File: src/rtl/core_pkg.sv
// core_pkg: shared definitions for the core pipeline control logic.
//   - F3_*          : funct3 encodings of the RV32 conditional branches
//   - redir_state_t : redirect controller FSM state
//   - XLEN_DEF      : default address/PC width
package core_pkg;

  localparam int unsigned XLEN_DEF = 32;

  localparam logic [2:0] F3_BEQ  = 3'b000;
  localparam logic [2:0] F3_BNE  = 3'b001;
  localparam logic [2:0] F3_BLT  = 3'b100;
  localparam logic [2:0] F3_BGE  = 3'b101;
  localparam logic [2:0] F3_BLTU = 3'b110;
  localparam logic [2:0] F3_BGEU = 3'b111;

  typedef enum logic {
    ST_RUN      = 1'b0,
    ST_REDIRECT = 1'b1
  } redir_state_t;

endpackage

File: src/rtl/branch_cond_eval.sv
// branch_cond_eval: combinational branch condition from funct3 and ALU flags.
//   i_func3          funct3 of the EX instruction
//   i_zf/i_cf/i_vf/i_sf  ALU flags of rs1-rs2 (cf=1 means unsigned rs1<rs2)
//   o_cond           branch condition holds (0 for non-branch encodings)
module branch_cond_eval
  import core_pkg::*;
(
  input  logic [2:0] i_func3,
  input  logic       i_zf,
  input  logic       i_cf,
  input  logic       i_vf,
  input  logic       i_sf,
  output logic       o_cond
);

  always_comb begin
    o_cond = 1'b0;
    case (i_func3)
      F3_BEQ:  o_cond = i_zf;
      F3_BNE:  o_cond = ~i_zf;
      F3_BLT:  o_cond = i_sf ^ i_vf;
      F3_BGE:  o_cond = ~(i_sf ^ i_vf);
      F3_BLTU: o_cond = i_cf;
      F3_BGEU: o_cond = ~i_cf;
      default: o_cond = 1'b0;
    endcase
  end

endmodule

File: src/rtl/branch_redirect_ctrl.sv
// branch_redirect_ctrl: resolves branches/jumps in EX, registers the redirect,
// steers the PC and squashes wrong-path instructions one cycle later; detects
// load-use hazards, freezes on mem_busy and keeps saturating perf counters.
//   Inputs : clk, rst_n (sync, active-low), EX info (ex_valid, ex_branch,
//            ex_jump, ex_func3, zf/cf/vf/sf, ex_target), hazard info
//            (id_ex_memread, id_ex_rd, if_id_rs1, if_id_rs2), mem_busy,
//            perf_clear
//   Outputs: pc_sel, pc_target, pipeline write enables, pipeline flushes,
//            cnt_branches, cnt_taken, cnt_stalls
module branch_redirect_ctrl
  import core_pkg::*;
#(
  parameter int unsigned XLEN  = XLEN_DEF,
  parameter int unsigned CNT_W = 32
) (
  input  logic             clk,
  input  logic             rst_n,
  input  logic             ex_valid,
  input  logic             ex_branch,
  input  logic             ex_jump,
  input  logic [2:0]       ex_func3,
  input  logic             zf,
  input  logic             cf,
  input  logic             vf,
  input  logic             sf,
  input  logic [XLEN-1:0]  ex_target,
  input  logic             id_ex_memread,
  input  logic [4:0]       id_ex_rd,
  input  logic [4:0]       if_id_rs1,
  input  logic [4:0]       if_id_rs2,
  input  logic             mem_busy,
  input  logic             perf_clear,
  output logic             pc_sel,
  output logic [XLEN-1:0]  pc_target,
  output logic             pc_write_en,
  output logic             if_id_write_en,
  output logic             id_ex_write_en,
  output logic             ex_mem_write_en,
  output logic             if_id_flush,
  output logic             id_ex_flush,
  output logic             ex_mem_flush,
  output logic [CNT_W-1:0] cnt_branches,
  output logic [CNT_W-1:0] cnt_taken,
  output logic [CNT_W-1:0] cnt_stalls
);

  redir_state_t     r_state;
  redir_state_t     w_state_nxt;
  logic [XLEN-1:0]  r_target;
  logic [CNT_W-1:0] r_cnt_br;
  logic [CNT_W-1:0] r_cnt_tk;
  logic [CNT_W-1:0] r_cnt_st;

  logic w_cond;
  logic w_squash;
  logic w_take;
  logic w_loaduse;
  logic w_br_evt;
  logic w_stall_evt;

  branch_cond_eval u_cond (
    .i_func3 (ex_func3),
    .i_zf    (zf),
    .i_cf    (cf),
    .i_vf    (vf),
    .i_sf    (sf),
    .o_cond  (w_cond)
  );

  // Whatever sits in EX while a redirect is pending is wrong-path.
  assign w_squash    = (r_state == ST_REDIRECT);
  assign w_take      = ex_valid & ~w_squash & ~mem_busy & (ex_jump | (ex_branch & w_cond));
  // The ID instruction is wrong-path during REDIRECT, so no stall for it.
  assign w_loaduse   = ~w_squash & id_ex_memread & (id_ex_rd != '0) &
                       ((id_ex_rd == if_id_rs1) | (id_ex_rd == if_id_rs2));
  assign w_br_evt    = ex_valid & ex_branch & ~w_squash & ~mem_busy;
  assign w_stall_evt = mem_busy | w_loaduse;

  always_comb begin
    w_state_nxt     = r_state;
    pc_sel          = 1'b0;
    pc_target       = r_target;
    pc_write_en     = 1'b1;
    if_id_write_en  = 1'b1;
    id_ex_write_en  = 1'b1;
    ex_mem_write_en = 1'b1;
    if_id_flush     = 1'b0;
    id_ex_flush     = 1'b0;
    ex_mem_flush    = 1'b0;

    case (r_state)
      ST_RUN:      if (w_take)    w_state_nxt = ST_REDIRECT;
      ST_REDIRECT: if (!mem_busy) w_state_nxt = ST_RUN;
      default:                    w_state_nxt = ST_RUN;
    endcase

    if (!rst_n) begin
      pc_target = '0;
    end else if (mem_busy) begin
      pc_write_en     = 1'b0;
      if_id_write_en  = 1'b0;
      id_ex_write_en  = 1'b0;
      ex_mem_write_en = 1'b0;
    end else if (w_squash) begin
      pc_sel       = 1'b1;
      if_id_flush  = 1'b1;
      id_ex_flush  = 1'b1;
      ex_mem_flush = 1'b1;
    end else if (w_loaduse) begin
      pc_write_en    = 1'b0;
      if_id_write_en = 1'b0;
      id_ex_flush    = 1'b1;
    end
  end

  always_ff @(posedge clk) begin
    if (!rst_n) begin
      r_state  <= ST_RUN;
      r_target <= '0;
    end else begin
      r_state <= w_state_nxt;
      if (w_take) r_target <= ex_target;
    end
  end

  always_ff @(posedge clk) begin
    if (!rst_n || perf_clear) begin
      r_cnt_br <= '0;
      r_cnt_tk <= '0;
      r_cnt_st <= '0;
    end else begin
      if (w_br_evt    && (r_cnt_br != '1)) r_cnt_br <= r_cnt_br + CNT_W'(1);
      if (w_take      && (r_cnt_tk != '1)) r_cnt_tk <= r_cnt_tk + CNT_W'(1);
      if (w_stall_evt && (r_cnt_st != '1)) r_cnt_st <= r_cnt_st + CNT_W'(1);
    end
  end

  assign cnt_branches = r_cnt_br;
  assign cnt_taken    = r_cnt_tk;
  assign cnt_stalls   = r_cnt_st;

endmodule

File: config.mk
export PLATFORM = sky130hd
export DESIGN_NAME = branch_redirect_ctrl
export DESIGN_NICKNAME = d
export VERILOG_FILES = /design/src/rtl/core_pkg.sv /design/src/rtl/branch_cond_eval.sv /design/src/rtl/branch_redirect_ctrl.sv
export SDC_FILE = /design/constraint.sdc
export NUM_CORES = 1
export LEC_CHECK = 0
export CORE_UTILIZATION = 40
export DETAILED_ROUTE_END_ITERATION = 12
export HOLD_SLACK_MARGIN = 0.12
export PLACE_DENSITY = 0.72
export SLEW_MARGIN = 15
export SYNTH_ARGS = -nofsm -noshare
export SYNTH_HDL_FRONTEND = slang
export SYNTH_SLANG_ARGS = --single-unit
File: constraint.sdc
create_clock -name clk -period 3 [get_ports clk]
set_input_delay 0.9 -clock clk [delete_from_list [all_inputs] [get_ports clk]]
set_output_delay 0.9 -clock clk [all_outputs]
set_load 0.03 [all_outputs]
==> results.txt <==
First-pass GRT wire length - 29200 um
CP max FO - 2
Post-Route WL - 17800 um
Synthesized flop and latch total - 129
Leak - 3.49 nW
Worst-path cell chain - buf_6 > or4_4 > o21a_1 > and2_4 > buf_6 > o21ai_4 > buf_6
Crit path buf inv count - 3
Worst Clk Skew - 0.00655 ns
CP max stage cell - or4_4
Ports - 198
RSZ-0062 raised after global routing - true
# setup viols final - 3
Clk_lat worst skew - 0.41 ns
Endpoints failing hold - 0
DR DRC count - 0
Antenna-violating nets left - 0
Crit path kind - in -> out
Area leader, netlist - dfxtp_1
Nature of the critical path startpoint - input port
Starting DRT DRC Count - 241
Clock Path Buffers - 2
Post-Place Worst Slack - -0.992 ns
Final Non-Filler Cells - 1267
Cell family with most CP delay - simple AND/OR/NAND/NOR gates
Hold Crit Class - reg -> reg
Async set-or-reset flop fraction in the synthesized netlist - 0
Via Count - 6498
Fmax - 0.313 GHz
Worst-Margin Slew - 0.561 ns
First-pass DRT Iterations - 6
CTS tree - yes
Antenna violations before repair - 0
Period utilisation layout - 1.06
Top FF cell, synth - dfxtp_1
Post-synthesis cell type count - 55
DIE HEIGHT - 129 um
Port bufs - 197
Synth top area cells - dfxtp_1, nand2_1, xor2_1, and2_1, a21boi_0
Layout area overhead - 48.7%
FP Rows - 46
Top cells by count, synth - nand2_1, dfxtp_1, nor2_1
Seq/Total Area, Yosys - 0.399
Synth top area share - 0.399
Vias per inst - 5.13
Placed cells - 1230
Final Hold Slack - 0.456 ns
CP Capture Type - output pin
Post-synth EDFFs - 0
Pwr dens - 441 nW/um^2
Worst Path Arrival - 2.29 ns
Die width - 129 um
CTS buffer count - 17
Fin nets - 1102
Failing checks - setup timing
Vias in the first global route - 6041
Clock Pin Slew Worst Setup and Hold Paths - 0.06 ns
Clock Sinks - 129
M1 WL - 8070 um
Root Buffer - clkbuf_16
Mapped Area - 6480 um^2
Slack of the critical path - -0.191 ns
Normalized max-slew margin - 0.622
Metal3 WL - 1180 um
Top-count cell post-synth - nand2_1
Hold_sp - r_target[31]
Reg-to-Reg Start - cnt_branches[10]
Number of synthesis warnings - 0
Worst setup path startpoint - id_ex_rd[2]
Max-Cap Viols - 0
Mapped Nets - 865
Share of cells above drive strength 1 - 0.151
Largest net degree at the start of global routing - 71
VDD IR max - 0.372 mV
Average routed wire per standard cell - 14.0 um
Required time worst endpoint - 2.10 ns
Die area - 16700 um^2
Met2 routed WL - 8280 um
Tmin final - 3.19 ns
Slew Limit Fails - 0
GRT Util Overall - 0.219
Post-Syn Instances - 800
Dpl hpwl - 12800 um
Initial Util - 0.409
Pwr Total - 4.25 mW
Syn_area_per_cell - 8.10 um^2
Top layer reached by signal wires - met4
Status - finished, violations left
Global placer's final weighted congestion - 0.801
CP dominant cell by count - buf_6
Core area - 15800 um^2
Gr ovfl total - 0
CTS H-tree lvls - 4
CP peak stage delay - 0.53 ns
layout by cell type, fill, tap and decap left out, drive strengths merged, types with 3 or more instances in the layout:
| master | n |
|---|---|
| a21boi | 33 |
| and2 | 43 |
| nand3 | 38 |
| bufinv | 3 |
| dlymetal6s2s | 7 |
| nor3 | 9 |
| or4 | 23 |
| nand2b | 9 |
| ha | 3 |
| or2 | 3 |
| nand2 | 132 |
| clkinv | 4 |
| o31ai | 12 |
| mux2i | 10 |
| dfxtp | 129 |
| clkbuf | 19 |
| and4 | 13 |
| o211ai | 9 |
| o21ai | 22 |
| clkinvlp | 5 |
| xnor2 | 24 |
| clkdlybuf4s50 | 144 |
| and3 | 13 |
| nor2b | 3 |
| buf | 110 |
| nor3b | 3 |
| nor4 | 14 |
| or3 | 19 |
| inv | 16 |
| nand4 | 28 |
| nor2 | 61 |
| a21oi | 32 |
| xor2 | 31 |
worst register-to-register path, cell delays in order, from the launching register on:
cell	delay, ns
dfxtp_1	0.44
nand4_1	0.22
or4_1	0.63
or4_1	0.55
nand2_1	0.18
xor2_1	0.16
nor2_1	0.05
repair_timing:
action | in CTS | in global routing
pin swaps | 6 | 9
hold buffers | 0 | 0
resized for setup | 30 | 8
setup endpoints to repair | 6 | 5
setup buffers | 3 | 1
flip-flops by register name (all words and copies together) (netlist names):
name / count
cnt_branches: 32
cnt_stalls: 32
cnt_taken: 32
r_target: 32
r_state: 1
worst paths after layout:
path / cells past startpoint / end / slack, ns
hold reg to reg: 2 / r_target[31] / 0.46
setup reg to reg: 6 / cnt_branches[3] / 0.66
setup / recovery: 7 / if_id_write_en / -0.19
hold / removal: 2 / r_target[31] / 0.46
where the power goes:
| part | total [mW] | switching, mW | internal [mW] |
|---|---|---|---|
| Sequential | 1.74 | 0.00943 | 1.73 |
| Combinational | 0.380 | 0.182 | 0.197 |
| Clock | 2.13 | 0.776 | 1.35 |
logic make-up after synthesis:
| logic type | synth area share |
|---|---|
| xor gates and xnor gates | 0.0779 |
| adders and majority gates | 0.00580 |
| buffers and inverters | 0.0400 |
| AOI/OAI and AO/OA | 0.130 |
| muxes | 0.0155 |
| and+or+nand+nor | 0.332 |
| DFF | 0.399 |
metal layers:
metal,vias up,GRT usage
li1,3298,-
met1,3025,0.271
met2,154,0.360
met3,21,0.0694
met4,0,0.0734
met5,-,0
through the flow:
step | cell area, um^2 | TNS (ns) | util
after floorplan | 6500 | -0.166 | -
after global placement | 8960 | -5.34 | 0.566
after detailed placement | 8960 | -6.73 | 0.566
after CTS | 9600 | -0.568 | 0.606
after global routing | 9630 | -0.637 | 0.608
final | 9630 | -0.542 | 0.608
cell type report:
cell class,instances,area (um^2)
repair buffers,262,2430
well taps,216,270
flip-flops and latches,129,2580
diodes,1,2.50
clock inverters,13,160
multi-input cells,612,3670
inverters,15,56.3
clock buffers,19,453
fillers,1381,6200
(Power assumes the default switching activity.)
